**src/rtl/if_fetch_unit_pkg.sv**
```systemverilog
`default_nettype none
// ============================================================================
//  Module      : if_fetch_unit_pkg
//  Description : Shared constants, bus widths and FSM encodings for the
//                instruction-fetch stage.
//  Revision    : 1.0  initial release
// ============================================================================
package if_fetch_unit_pkg;

    // Reset levels for the synchronous active-low reset
    localparam logic RstEnable  = 1'b0;
    localparam logic RstDisable = 1'b1;

    // Bus widths
    localparam int InstAddrBus = 16;
    localparam int InstBus     = 16;

    // Bubble instruction handed to decode
    localparam logic [InstBus-1:0] NopInst = 16'h0800;

    // Fetch FSM encodings
    typedef enum logic [1:0] {
        IDLE = 2'd0,
        REQ  = 2'd1,
        HOLD = 2'd2
    } fetch_state_t;

endpackage : if_fetch_unit_pkg
`default_nettype wire

```
**src/rtl/if_fetch_unit_if.sv**
```systemverilog
`default_nettype none
// ============================================================================
//  Module      : if_fetch_unit_if
//  Description : Instruction-memory read bus (req/ack handshake) between the
//                fetch unit (master) and instruction memory (slave).
//  Revision    : 1.0  initial release
// ============================================================================
interface if_fetch_unit_if;
    import if_fetch_unit_pkg::*;

    logic                   imem_req_o;
    logic [InstAddrBus-1:0] imem_addr_o;
    logic [InstBus-1:0]     imem_rdata_i;
    logic                   imem_ack_i;

    modport master (
        output imem_req_o,
        output imem_addr_o,
        input  imem_rdata_i,
        input  imem_ack_i
    );

    modport slave (
        input  imem_req_o,
        input  imem_addr_o,
        output imem_rdata_i,
        output imem_ack_i
    );

endinterface : if_fetch_unit_if
`default_nettype wire

```
**src/rtl/if_fetch_unit_next_pc.sv**
```systemverilog
`default_nettype none
// ============================================================================
//  Module      : if_next_pc
//  Description : Next fetch address selection applied when a fetch is
//                acknowledged: pending delay-slot branch first, then a live
//                unstalled branch, otherwise sequential PC+1 (wraps at 2^16).
//  Revision    : 1.0  initial release
// ============================================================================
module if_next_pc
    import if_fetch_unit_pkg::*;
(
    input  wire logic [InstAddrBus-1:0] i_pc,
    input  wire logic                   i_pend_v,
    input  wire logic [InstAddrBus-1:0] i_pend_addr,
    input  wire logic                   i_branch_flag,
    input  wire logic                   i_stall,
    input  wire logic [InstAddrBus-1:0] i_branch_addr,
    output logic      [InstAddrBus-1:0] o_pc_inc,
    output logic      [InstAddrBus-1:0] o_next_pc
);

    // Sequential successor; natural 16-bit overflow gives the wrap
    assign o_pc_inc = i_pc + 16'd1;

    // Priority mux: pending target, then unstalled branch, then PC+1
    always_comb begin
        o_next_pc = o_pc_inc;
        if (i_pend_v) begin
            o_next_pc = i_pend_addr;
        end else if (i_branch_flag && !i_stall) begin
            o_next_pc = i_branch_addr;
        end
    end

endmodule : if_next_pc
`default_nettype wire

```
**src/rtl/if_fetch_unit.sv**
```systemverilog
`default_nettype none
// ============================================================================
//  Module      : if_fetch_unit
//  Description : Instruction-fetch stage. Owns the PC, runs the req/ack read
//                handshake to instruction memory, skid-buffers a fetch that
//                lands during a stall and drives the IF/ID register. Honours
//                one branch delay slot.
//                Optional macro IF_PERF_CNT_EN adds saturating fetch/wait
//                performance counters (perf_fetch_o, perf_wait_o).
//  Revision    : 1.0  initial release
// ============================================================================
module if_fetch_unit
    import if_fetch_unit_pkg::*;
#(
    parameter logic [InstAddrBus-1:0] RESET_PC = 16'h0000,
    parameter logic [InstBus-1:0]     NOP_INST = NopInst
) (
    input  wire logic                   clk,
    input  wire logic                   rst,
    input  wire logic                   stall_i,
    input  wire logic                   branch_flag_i,
    input  wire logic [InstAddrBus-1:0] branch_addr_i,
    if_fetch_unit_if.master             imem,
    output logic      [InstAddrBus-1:0] pc_o,
    output logic      [InstBus-1:0]     inst_o,
    output logic                        valid_o
`ifdef IF_PERF_CNT_EN
    ,
    output logic      [15:0]            perf_fetch_o,
    output logic      [15:0]            perf_wait_o
`endif
);

    fetch_state_t r_state, w_state_nxt;

    logic [InstAddrBus-1:0] r_pc,        w_pc_nxt;
    logic                   r_pend_v,    w_pend_v_nxt;
    logic [InstAddrBus-1:0] r_pend_addr, w_pend_addr_nxt;
    logic [InstBus-1:0]     r_buf,       w_buf_nxt;
    logic [InstAddrBus-1:0] r_bufpc,     w_bufpc_nxt;
    logic [InstBus-1:0]     r_inst,      w_inst_nxt;
    logic [InstAddrBus-1:0] r_pc_out,    w_pc_out_nxt;
    logic                   r_valid,     w_valid_nxt;

    logic                   w_req;
    logic                   w_branch_take;
    logic [InstAddrBus-1:0] w_pc_inc;
    logic [InstAddrBus-1:0] w_next_pc;

    // A branch is honoured only when unstalled and no delay-slot target is pending
    assign w_branch_take = branch_flag_i && !stall_i && !r_pend_v;

    if_next_pc u_next_pc (
        .i_pc          (r_pc),
        .i_pend_v      (r_pend_v),
        .i_pend_addr   (r_pend_addr),
        .i_branch_flag (branch_flag_i),
        .i_stall       (stall_i),
        .i_branch_addr (branch_addr_i),
        .o_pc_inc      (w_pc_inc),
        .o_next_pc     (w_next_pc)
    );

    // Memory request is suppressed while reset is held
    assign imem.imem_req_o  = w_req && (rst == RstDisable);
    assign imem.imem_addr_o = r_pc;

    assign pc_o    = r_pc_out;
    assign inst_o  = r_inst;
    assign valid_o = r_valid;

    // FSM state register
    always_ff @(posedge clk) begin
        if (rst == RstEnable) begin
            r_state <= IDLE;
        end else begin
            r_state <= w_state_nxt;
        end
    end

    // Next-state, PC, skid buffer and IF/ID register updates
    always_comb begin
        w_state_nxt     = r_state;
        w_pc_nxt        = r_pc;
        w_pend_v_nxt    = r_pend_v;
        w_pend_addr_nxt = r_pend_addr;
        w_buf_nxt       = r_buf;
        w_bufpc_nxt     = r_bufpc;
        w_inst_nxt      = r_inst;
        w_pc_out_nxt    = r_pc_out;
        w_valid_nxt     = r_valid;
        w_req           = 1'b0;

        case (r_state)
            IDLE: begin
                w_state_nxt = REQ;
                // Delay slot already fetched: redirect the PC directly
                if (w_branch_take) begin
                    w_pc_nxt = branch_addr_i;
                end
            end

            REQ: begin
                w_req = 1'b1;
                if (imem.imem_ack_i) begin
                    w_pc_nxt     = w_next_pc;
                    w_pend_v_nxt = 1'b0;
                    if (stall_i) begin
                        // Park the returned word until decode can take it
                        w_buf_nxt   = imem.imem_rdata_i;
                        w_bufpc_nxt = w_pc_inc;
                        w_state_nxt = HOLD;
                    end else begin
                        w_inst_nxt   = imem.imem_rdata_i;
                        w_pc_out_nxt = w_pc_inc;
                        w_valid_nxt  = 1'b1;
                    end
                end else if (!stall_i) begin
                    w_inst_nxt  = NOP_INST;
                    w_valid_nxt = 1'b0;
                    // In-flight fetch is the delay slot; remember the target
                    if (w_branch_take) begin
                        w_pend_v_nxt    = 1'b1;
                        w_pend_addr_nxt = branch_addr_i;
                    end
                end
            end

            HOLD: begin
                if (!stall_i) begin
                    w_inst_nxt   = r_buf;
                    w_pc_out_nxt = r_bufpc;
                    w_valid_nxt  = 1'b1;
                    w_state_nxt  = REQ;
                    if (w_branch_take) begin
                        w_pc_nxt = branch_addr_i;
                    end
                end
            end

            default: begin
                w_state_nxt = IDLE;
            end
        endcase
    end

    // Datapath registers
    always_ff @(posedge clk) begin
        if (rst == RstEnable) begin
            r_pc        <= RESET_PC;
            r_pend_v    <= 1'b0;
            r_pend_addr <= '0;
            r_buf       <= NOP_INST;
            r_bufpc     <= '0;
            r_inst      <= NOP_INST;
            r_pc_out    <= '0;
            r_valid     <= 1'b0;
        end else begin
            r_pc        <= w_pc_nxt;
            r_pend_v    <= w_pend_v_nxt;
            r_pend_addr <= w_pend_addr_nxt;
            r_buf       <= w_buf_nxt;
            r_bufpc     <= w_bufpc_nxt;
            r_inst      <= w_inst_nxt;
            r_pc_out    <= w_pc_out_nxt;
            r_valid     <= w_valid_nxt;
        end
    end

`ifndef SYNTHESIS
    // Flag software that places a branch in a delay slot
    always_ff @(posedge clk) begin
        if ((rst == RstDisable) && r_pend_v && branch_flag_i && !stall_i) begin
            $error("if_fetch_unit: branch in delay slot at pc=%h dropped", r_pc);
        end
    end
`endif

`ifdef IF_PERF_CNT_EN
    logic        w_fetch_acc;
    logic        w_wait_cyc;
    logic [15:0] r_perf_fetch;
    logic [15:0] r_perf_wait;

    assign w_fetch_acc = (r_state == REQ) && imem.imem_ack_i;
    assign w_wait_cyc  = (r_state == REQ) && !imem.imem_ack_i;

    // Saturating fetch and wait-state counters
    always_ff @(posedge clk) begin
        if (rst == RstEnable) begin
            r_perf_fetch <= '0;
            r_perf_wait  <= '0;
        end else begin
            if (w_fetch_acc && (r_perf_fetch != 16'hFFFF)) begin
                r_perf_fetch <= r_perf_fetch + 16'd1;
            end
            if (w_wait_cyc && (r_perf_wait != 16'hFFFF)) begin
                r_perf_wait <= r_perf_wait + 16'd1;
            end
        end
    end

    assign perf_fetch_o = r_perf_fetch;
    assign perf_wait_o  = r_perf_wait;
`endif

endmodule : if_fetch_unit
`default_nettype wire

```
**src/flat_wrapper.sv**
```systemverilog
// flat-port wrapper written by rule: the top's interface ports become plain ports
module if_fetch_unit_flat import if_fetch_unit_pkg::*;
#(
    parameter logic [InstAddrBus-1:0] RESET_PC = 16'h0000,
    parameter logic [InstBus-1:0]     NOP_INST = NopInst
)
  (clk, rst, stall_i, branch_flag_i, branch_addr_i, pc_o, inst_o, valid_o, imem_imem_req_o, imem_imem_addr_o, imem_imem_rdata_i, imem_imem_ack_i);
  if_fetch_unit_if imem_i ();
  input  wire logic clk;
  input  wire logic rst;
  input  wire logic stall_i;
  input  wire logic branch_flag_i;
  input  wire logic [InstAddrBus-1:0] branch_addr_i;
  output logic      [InstAddrBus-1:0] pc_o;
  output logic      [InstBus-1:0] inst_o;
  output logic valid_o;
  output wire logic [$bits(imem_i.imem_req_o)-1:0] imem_imem_req_o;
  output wire logic [$bits(imem_i.imem_addr_o)-1:0] imem_imem_addr_o;
  input wire logic [$bits(imem_i.imem_rdata_i)-1:0] imem_imem_rdata_i;
  input wire logic [$bits(imem_i.imem_ack_i)-1:0] imem_imem_ack_i;
  assign imem_imem_req_o = imem_i.imem_req_o;
  assign imem_imem_addr_o = imem_i.imem_addr_o;
  assign imem_i.imem_rdata_i = imem_imem_rdata_i;
  assign imem_i.imem_ack_i = imem_imem_ack_i;
  if_fetch_unit #(.RESET_PC(RESET_PC), .NOP_INST(NOP_INST)) u_core (.clk(clk), .rst(rst), .stall_i(stall_i), .branch_flag_i(branch_flag_i), .branch_addr_i(branch_addr_i), .imem(imem_i), .pc_o(pc_o), .inst_o(inst_o), .valid_o(valid_o));
endmodule
```
**config.mk**
```make
export PLATFORM = sky130hd
export DESIGN_NAME = if_fetch_unit_flat
export DESIGN_NICKNAME = d
export VERILOG_FILES = /design/src/rtl/if_fetch_unit_pkg.sv /design/src/rtl/if_fetch_unit_if.sv /design/src/rtl/if_fetch_unit_next_pc.sv /design/src/rtl/if_fetch_unit.sv /design/src/flat_wrapper.sv
export SDC_FILE = /design/constraint.sdc
export NUM_CORES = 1
export LEC_CHECK = 0
export BUFFER_PORTS_ARGS = -buffer_cell sky130_fd_sc_hd__buf_2
export CORE_MARGIN = 4
export CORE_UTILIZATION = 55
export CTS_BUF_LIST = sky130_fd_sc_hd__clkbuf_16
export CTS_CLUSTER_SIZE = 28
export DETAILED_ROUTE_END_ITERATION = 10
export GPL_TIMING_DRIVEN = 0
export HOLD_SLACK_MARGIN = 0.06
export PLACE_DENSITY = 0.76
export SLEW_MARGIN = 0
export SYNTH_ARGS = -nofsm -noshare
export SYNTH_HDL_FRONTEND = slang
export SYNTH_HIERARCHICAL = 1
export SYNTH_SLANG_ARGS = --single-unit
```
**constraint.sdc**
```tcl
create_clock -name clk -period 3 [get_ports clk]
set_input_delay 0.45 -clock clk [delete_from_list [all_inputs] [get_ports clk]]
set_output_delay 0.45 -clock clk [all_outputs]
set_load 0.01 [all_outputs]
```
; ---- Word level (Yosys, flattened, before mapping)
; Cells that the tools add are included.
[word_totals]
regBits = 100
latch_bits = 0
ram_bits = 0
rom_bits = 0
input_bits = 37
out_inout_bits = 50
word_cells = 64
memories = 0
[op_classes]
n_addsub = 1
n_mul = 0
div = 0
magnitude_cmp = 0
eq_ne = 8
shift = 0
mux = 27
bitwise = 2
reduce_logical = 17
[op_table]
columns = op, count
row1 = $mux W16, 12
row2 = $pmux W16 S2, 2
row3 = $pmux W16 S3, 1
row4 = $add A16 B1 Y16 const B, 1
row5 = $reduce_and A3 Y1, 5
row6 = $ne A2 B2 Y1 const B, 4
row7 = $reduce_and A4 Y1, 2
row8 = $mux W1, 7
row9 = $mux W2, 3
row10 = $pmux W2 S3, 1
row11 = $reduce_bool A2 Y1, 2
row12 = $logic_and A1 B1 Y1, 3
row13 = $ne A3 B3 Y1 const B, 1
row14 = $reduce_bool A3 Y1, 1
row15 = $eq A2 B1 Y1 const B, 1
row16 = $eq A2 B2 Y1 const B, 1
row17 = $logic_not A1 Y1, 2
row18 = $logic_not A2 Y1, 1
row19 = $ne A2 B1 Y1 const B, 1
row20 = $not A1 Y1, 2
row21 = $pmux W1 S2, 1
row22 = $reduce_and A2 Y1, 1

; ---- Logic depth before layout (Yosys ltp)
; Gate-level depths: netlist of the first run.
[logic_depth]
ltp_word = 6
mapped_depth = 8

; ---- Hierarchy
; The synthesis of the first run kept the hierarchy.
[modules_own_cells]
columns = module, n_inst, cells_per_inst, area_each_um2, seq_area_each_um2
row1 = if_fetch_unit, 1, 490, 4224.1, 2001.9
row2 = if_next_pc, 1, 121, 759.5, 0.0

; ---- Worst setup path before layout of the first run
; OpenSTA, ideal clock, no wires.
[synth_timing]
path_kind = register to register
from = register u_core.r_pc[0] (netlist: u_core/imem.imem_addr_o[0])
to = register u_core.r_pc[12] (netlist: u_core/imem.imem_addr_o[12])
setup_time_ps = 88
t_arrival_ps = 2143
slack_ps = 769
stages_incl_launch_ff = 8
path_buffers = 0
path_cell_list = dfxtp_1 ha_1 nand3_1 or4_4 or4_1 nand3_1 nand2_1 a311oi_2
[synth_between]
elab_chain_len = 5
[synth_lines]
columns = item, line_no
row1 = from (decl), if_fetch_unit.sv:36  ; logic [InstAddrBus-1:0] r_pc, w_pc_nxt;
row2 = from (signal assigned), if_fetch_unit.sv:159  ; r_pc <= w_pc_nxt;
row3 = $add A16 B1 Y16, if_fetch_unit_next_pc.sv:23  ; assign o_pc_inc = i_pc + 16'd1;
row4 = $mux W16, if_fetch_unit_next_pc.sv:30  ; end else if (i_branch_flag && !i_stall) begin
row5 = $mux W16, if_fetch_unit_next_pc.sv:28  ; if (i_pend_v) begin
row6 = via u_core.w_next_pc[12], if_fetch_unit.sv:48  ; logic [InstAddrBus-1:0] w_next_pc;
row7 = $mux W16, if_fetch_unit.sv:105  ; if (imem.imem_ack_i) begin
row8 = $pmux W16 S3, if_fetch_unit.sv:94  ; case (r_state)
; The timed path passes the listed nets, and every way through them passes these cells. The select of a mux whose other input is x is not followed.
; A chain may end at the register's enable or synchronous reset.

; ---- Final worst setup path of the first run
; Same ends and word-level chain as after synthesis.

==> results of run 1 <==
## sequential cells by signal, summed over array words and instances (netlist names)
register,count
u_core/imem.imem_addr_o,16
u_core/inst_o,16
u_core/pc_o,16
u_core/r_buf,16
u_core/r_bufpc,16
u_core/r_pend_addr,16
u_core/r_state,2
u_core/r_pend_v,1
u_core/valid_o,1
## worst max-delay path: stages (launching register included)
cell	delay (ns)
dfxtp_1	0.50
ha_1	0.24
nand3_1	0.28
or4_4	0.54
or4_1	0.49
nand3_1	0.10
nand2_1	0.06
a311oi_2	0.22
## power breakdown
| group | internal [mW] | switching, mW |
|---|---|---|
| sequential | 1.40 | 0.0687 |
| clock | 0.578 | 0.543 |
| combinational | 0.225 | 0.320 |
## cells by family after synthesis
| logic type | count (synthesis) |
|---|---|
| adders and majority gates | 1 |
| muxes | 5 |
| buffers and inverters | 83 |
| AOI/OAI and AO/OA | 175 |
| xor gates and xnor gates | 10 |
| DFF | 100 |
| and+or+nand+nor | 237 |
## routing by layer
metal | vias up | track usage (%) | part of all wire [%] | wire length, um
met5 | - | 0 | 0 | 0
met4 | 0 | 6.375 | 0.80 | 111
met2 | 213 | 41.49 | 47 | 6478
met1 | 2312 | 36.50 | 44 | 6118
li1 | 2387 | - | - | -
met3 | 11 | 5.835 | 8.3 | 1154
## final cells by class
class / instances / area [um^2]
multi-input combinational: 428 / 2586
sequential: 100 / 2002
timing repair buffer: 84 / 420.4
clock buffer: 9 / 225.2
tap: 108 / 135.1
buffer: 59 / 305.3
inverter: 24 / 90.09
fill: 746 / 2939
clock inverter: 7 / 60.06
## placed cells by master (no fill, tap or decap), types with 7 or more instances in the layout
cell and n:
nand2_1 125, buf_2 103, dfxtp_1 100, a21oi_1 73
clkbuf_1 29, nor3_1 27, nand3_1 26, inv_1 24
o21ai_0 21, o221a_2 18, a2bb2oi_1 16, nor2_1 15
o221ai_1 15, a311oi_2 10, clkbuf_16 9, nor4_1 7
## worst paths after layout
check,startpoint,endpoint,slack (ns),cells past startpoint
worst max-delay path,u_core/imem.imem_addr_o[0]$_SDFFE_PN0P_,u_core/imem.imem_addr_o[12]$_SDFFE_PN0P_,0.49,7
worst min-delay path,imem_imem_rdata_i[2],u_core/r_buf[2]$_SDFFE_PN0P_,0.36,3
worst max register to register,u_core/imem.imem_addr_o[0]$_SDFFE_PN0P_,u_core/imem.imem_addr_o[12]$_SDFFE_PN0P_,0.49,7
worst min register to register,u_core/pc_o[6]$_SDFFE_PN0P_,u_core/pc_o[6]$_SDFFE_PN0P_,0.44,2
## per-stage QoR
stage,cell area [um^2],std cells
4_1_cts,5824,819
6_report,5824,819
2_1_floorplan,4984,611
3_3_place_gp,5539,803
3_5_place_dp,5539,803
5_1_grt,5824,819
==> impl_metrics.toml, run 1 <==
[clock_network]
cts_hold_buf = 0
h-tree-depth = 3
clock-root-buffer = "clkbuf_16"
cts_tree = "built"
cts_sinks = 100
clockBufferDepth = 2
clk_latency_ns = 0.34
postCtsResizedCells = 0
cts.clk_slew.worst_paths_ns = 0.07
cts_setup_buffers = 0
cts_buffers = 9

[synthesis]
synth.area.top_cells = "dfxtp_1, nand2_1, a21oi_1"
synth_xor_area_share_pct = 1.757
seq_area_frac_synth_pct = 40.17
synth_edf_count = 0
synth_compound_area_share_pct = 25.63
synth_flop_cell = "dfxtp_1"
ys_types = 53
async_flop_share_pct = 0
syn_inst = 611
yosys-mux-area-fraction_pct = 1.029
ys_top_cells_by_count = "nand2_1, dfxtp_1, a21oi_1"
synth_top_cell_by_area = "dfxtp_1"
synth_seq_cells = 100
syn_avg_cell_area_um2 = 8.156
synth_top_area_share_pct = 40.17
post-synth-top-count-cell = "nand2_1"
syn-cell-area_um2 = 4984
synth_fp_nets = 649
synthSimpleGateAreaFrac_pct = 23.22
synthAdderAreaFrac_pct = 0.2511
ys_warn_count = 6
synth_top_family_by_area = "compound AO/OA/AOI/OAI gates"

[sta]
whs_ns = 0.3553
setup_viol = 0
fin_crit_sh_pct = 83.56
fin_setup_tns_ns = 0
rsz0062_at_grt = "false"
drv_slew = 0
setup_ws_ns = 0.4931
clock_skew_ns = 0.007392
worst_slew_pin_slew_ns = 0.6667
hold_viol = 0
max_slew_margin_pct = 55.15
clock.fmax_mhz = 398.9
post-route-min-period_ns = 2.507

[pwr]
total_power_mw = 3.132
leakage_nw = 2.327
ir_drop_v = 0.0003235
cellPowerDensity_nw_per_um2 = 537.7

[die]
initial_utilization_pct = 56.87
dieArea_um2 = 10650
core_area_um2 = 8763
die_y_um = 103.2
io_pins = 87
die_w_um = 103.2
num_rows = 34

[run_status]
outcome = "finished clean"

[setup_path]
cp_max_fo = 8
cp-start-kind = "register"
cp-end-kind = "register"
cp.required_ns = 3.25
crit_arrival_ns = 2.76
path_class = "register to register"

[routing]
wire_per_inst_um = 16.93
postRouteAntennaNets = 0
drtIter0Drc = 283
via_count = 4923
first_pass_iters = 5
wl_um = 13860
drc = 0
viasPerCell = 6.011

[global_route]
grt_use_total_pct = 26.18
grt_overflow = 0
grt_pass1_wl_um = 22110
antenna_found_initial = 0
grt_pass1_vias = 4491
grt_max_degree = 19

[finish]
area_growth_pct = 16.87
final_util_pct = 66.46
drive_gt1_share_pct = 24.19
num_antenna_cells = 0
nets = 744

[place]
pre_cts_ws_ns = 0.5483
routabilityCongestion = 0.9247
hpwl_um = 10150
port_buffers = 84

[min_path]
holdCritPathClass = "primary input to register"

[job]
maxCapViolCount = 0
No activity file was read; power rests on OpenSTA's default activity.
==> run 2, diff against run 1 <==
CORE_UTILIZATION = 51   (was 55)
PLACE_DENSITY = 0.74   (was 0.76)
clock period = 2.12 ns   (was 3 ns; I/O delays follow)
==> run 2 against run 1 <==
The flow now finishes with violations (setup timing). Via count is 0.55% lower. Fmax is 16% higher. Die area is 7.2% higher. Critical endpoint unchanged. Power is 42% higher. Sequential share of layout area is 0.51 points lower. Register-to-register slack worse by 0.54 ns. Sequential cell count stayed put. Clock skew hardly changed. Core utilization is 2.8 points lower. Routed wire length is 0.71% higher. Non-clock buffer count is 5 higher. Critical path type unchanged.
==> impl_metrics.toml, run 2 (synthesized netlist as in run 1, its figures left out) <==
[run_status]
outcome = "finished with violations"
violations = "setup timing"

[sta]
whs_ns = 0.2153
fin_setup_tns_ns = -0.05007
setup_ws_ns = -0.05007
worst_slew_pin_slew_ns = 0.6406
setup_viol = 1
clock_skew_ns = 0.007873
hold_viol = 0
rsz0062_at_grt = "true"
fin_crit_sh_pct = 102.4
drv_slew = 0
post-route-min-period_ns = 2.170
clock.fmax_mhz = 460.8
max_slew_margin_pct = 57.29

[finish]
area_growth_pct = 19.66
finish.instance_area_um2 = 5963
fillers = 848
final_common_cell = "nand2_1"
drive_gt1_share_pct = 27.65
nets = 749
mostFrequentLayoutCells = "nand2_1, buf_2, dfxtp_1, a21oi_1, clkbuf_1"
stdcell_count = 845
num_antenna_cells = 0

[setup_path]
cp_max_fo = 5
cp-start-kind = "register"
cp.required_ns = 2.37
crit_cells = 7
max_stage_delay_ns = 0.58
path_class = "register to register"
crit_path_cell_trace = "ha_4 -> nand3_4 -> or4_4 -> or4_4 -> nand3_2 -> nand2_2 -> a311oi_2"
path_common_cell = "or4_4"
worst_r2r_path_depth = 7
crit_arrival_ns = 2.42
worst_path_dominant_cell_family = "simple AND/OR/NAND/NOR gates"
path_buf_inv = 0
slowest_stage = "or4_4"
cp-end-kind = "register"

[die]
die_w_um = 106.9
io_pins = 87
num_rows = 35
die_y_um = 106.9
core_area_um2 = 9371
dieArea_um2 = 11420
initial_utilization_pct = 53.18

[global_route]
grt_pass1_vias = 4654
grt_use_total_pct = 24.63
grt_pass1_wl_um = 22900
antenna_found_initial = 0
grt_max_degree = 19
grt_overflow = 0

[pwr]
p_int_mw = 3.124
cellPowerDensity_nw_per_um2 = 745.2
ir_drop_v = 0.0004255
pwr-share-seq_pct = 46.8
swShare_pct = 29.70
p_comb_share_pct = 17.7
clockPowerShare_pct = 35.4
leakage_nw = 2.372
p_switching_mw = 1.320

[routing]
first_pass_iters = 5
drtIter0Drc = 356
wire_per_inst_um = 16.52
wl_um = 13960
drc = 0
viasPerCell = 5.794
postRouteAntennaNets = 0
via_count = 4896

[clock_network]
cts_buffers = 9
clockBufferDepth = 2
clock-root-buffer = "clkbuf_16"
h-tree-depth = 3
cts_tree = "built"
clk_latency_ns = 0.34
cts.clk_slew.worst_paths_ns = 0.07
cts_sinks = 100

[place]
routabilityCongestion = 0.8826
place_inst = 824
port_buffers = 84
place_area_um2 = 5575
hpwl_um = 10330

[min_path]
holdCritPathClass = "primary input to register"
whs_path_depth = 3

[job]
maxCapViolCount = 0
-- run 2: per-stage QoR --
stage / total power, mW / worst slack [ns] / util [%]
final: 4.444 / -0.05007 / 63.63
after global routing: 4.631 / -0.1231 / 63.63
after CTS: 4.433 / -0.05554 / 62.99
after detailed placement: 2.877 / -0.1073 / 59.49
after global placement: 2.856 / -0.07629 / 59.49
after floorplan: 2.610 / 0.03888 / -
-- run 2: final timing paths --
path | start | to | slack [ns]
max reg2reg | u_core/imem.imem_addr_o[0]$_SDFFE_PN0P_ | u_core/imem.imem_addr_o[12]$_SDFFE_PN0P_ | -0.05
max | u_core/imem.imem_addr_o[0]$_SDFFE_PN0P_ | u_core/imem.imem_addr_o[12]$_SDFFE_PN0P_ | -0.05
min reg2reg | u_core/pc_o[9]$_SDFFE_PN0P_ | u_core/pc_o[9]$_SDFFE_PN0P_ | 0.44
min | imem_imem_rdata_i[0] | u_core/r_buf[0]$_SDFFE_PN0P_ | 0.22
-- run 2: metal layers --
metal	vias to the layer above	track usage, %	share of wire [%]
met5	-	0	0
met4	0	5.114	1.0
met3	12	4.275	7.1
met2	190	40.47	47
met1	2302	34.11	44
li1	2392	-	-
-- run 2: area by class of cell --
| cell class | instances | area (um^2) | share of cell area [%] |
|---|---|---|---|
| Timing Repair Buffer | 90 | 465.4 | 7.805 |
| Buffer | 58 | 304.0 | 5.099 |
| Clock buffer | 9 | 225.2 | 3.777 |
| Tap cell | 129 | 161.4 | 2.707 |
| Multi-Input combinational cell | 428 | 2641 | 44.29 |
| Clock inverter | 7 | 56.30 | 0.9442 |
| Inverter | 24 | 90.09 | 1.511 |
| Sequential cell | 100 | 2019 | 33.86 |
-- run 2: worst reg2reg max path, cell delays in order, from the launching register on --
cell	delay (ns)
dfxtp_4	0.39
ha_4	0.16
nand3_4	0.10
or4_4	0.58
or4_4	0.51
nand3_2	0.09
nand2_2	0.06
a311oi_2	0.21
-- run 2: timing repair --
| action | in CTS | in global routing |
|---|---|---|
| hold buffers | 0 | 0 |
| endpoints found under the setup margin | 3 | 5 |
| gates resized for setup | 10 | 11 |
| setup buffers | 1 | 5 |
| pin swaps | 1 | 3 |
-- run 2: power by group through the flow --
| stage | Clock [mW] | Sequential [mW] | Combinational [mW] |
|---|---|---|---|
| 4_1_cts | 1.58 | 2.08 | 0.768 |
| 3_5_place_dp | 0 | 2.12 | 0.758 |
| 3_3_place_gp | 0 | 2.11 | 0.741 |
| 5_1_grt | 1.68 | 2.10 | 0.859 |
| 2_1_floorplan | 0 | 2.13 | 0.477 |
| 6_report | 1.58 | 2.08 | 0.788 |
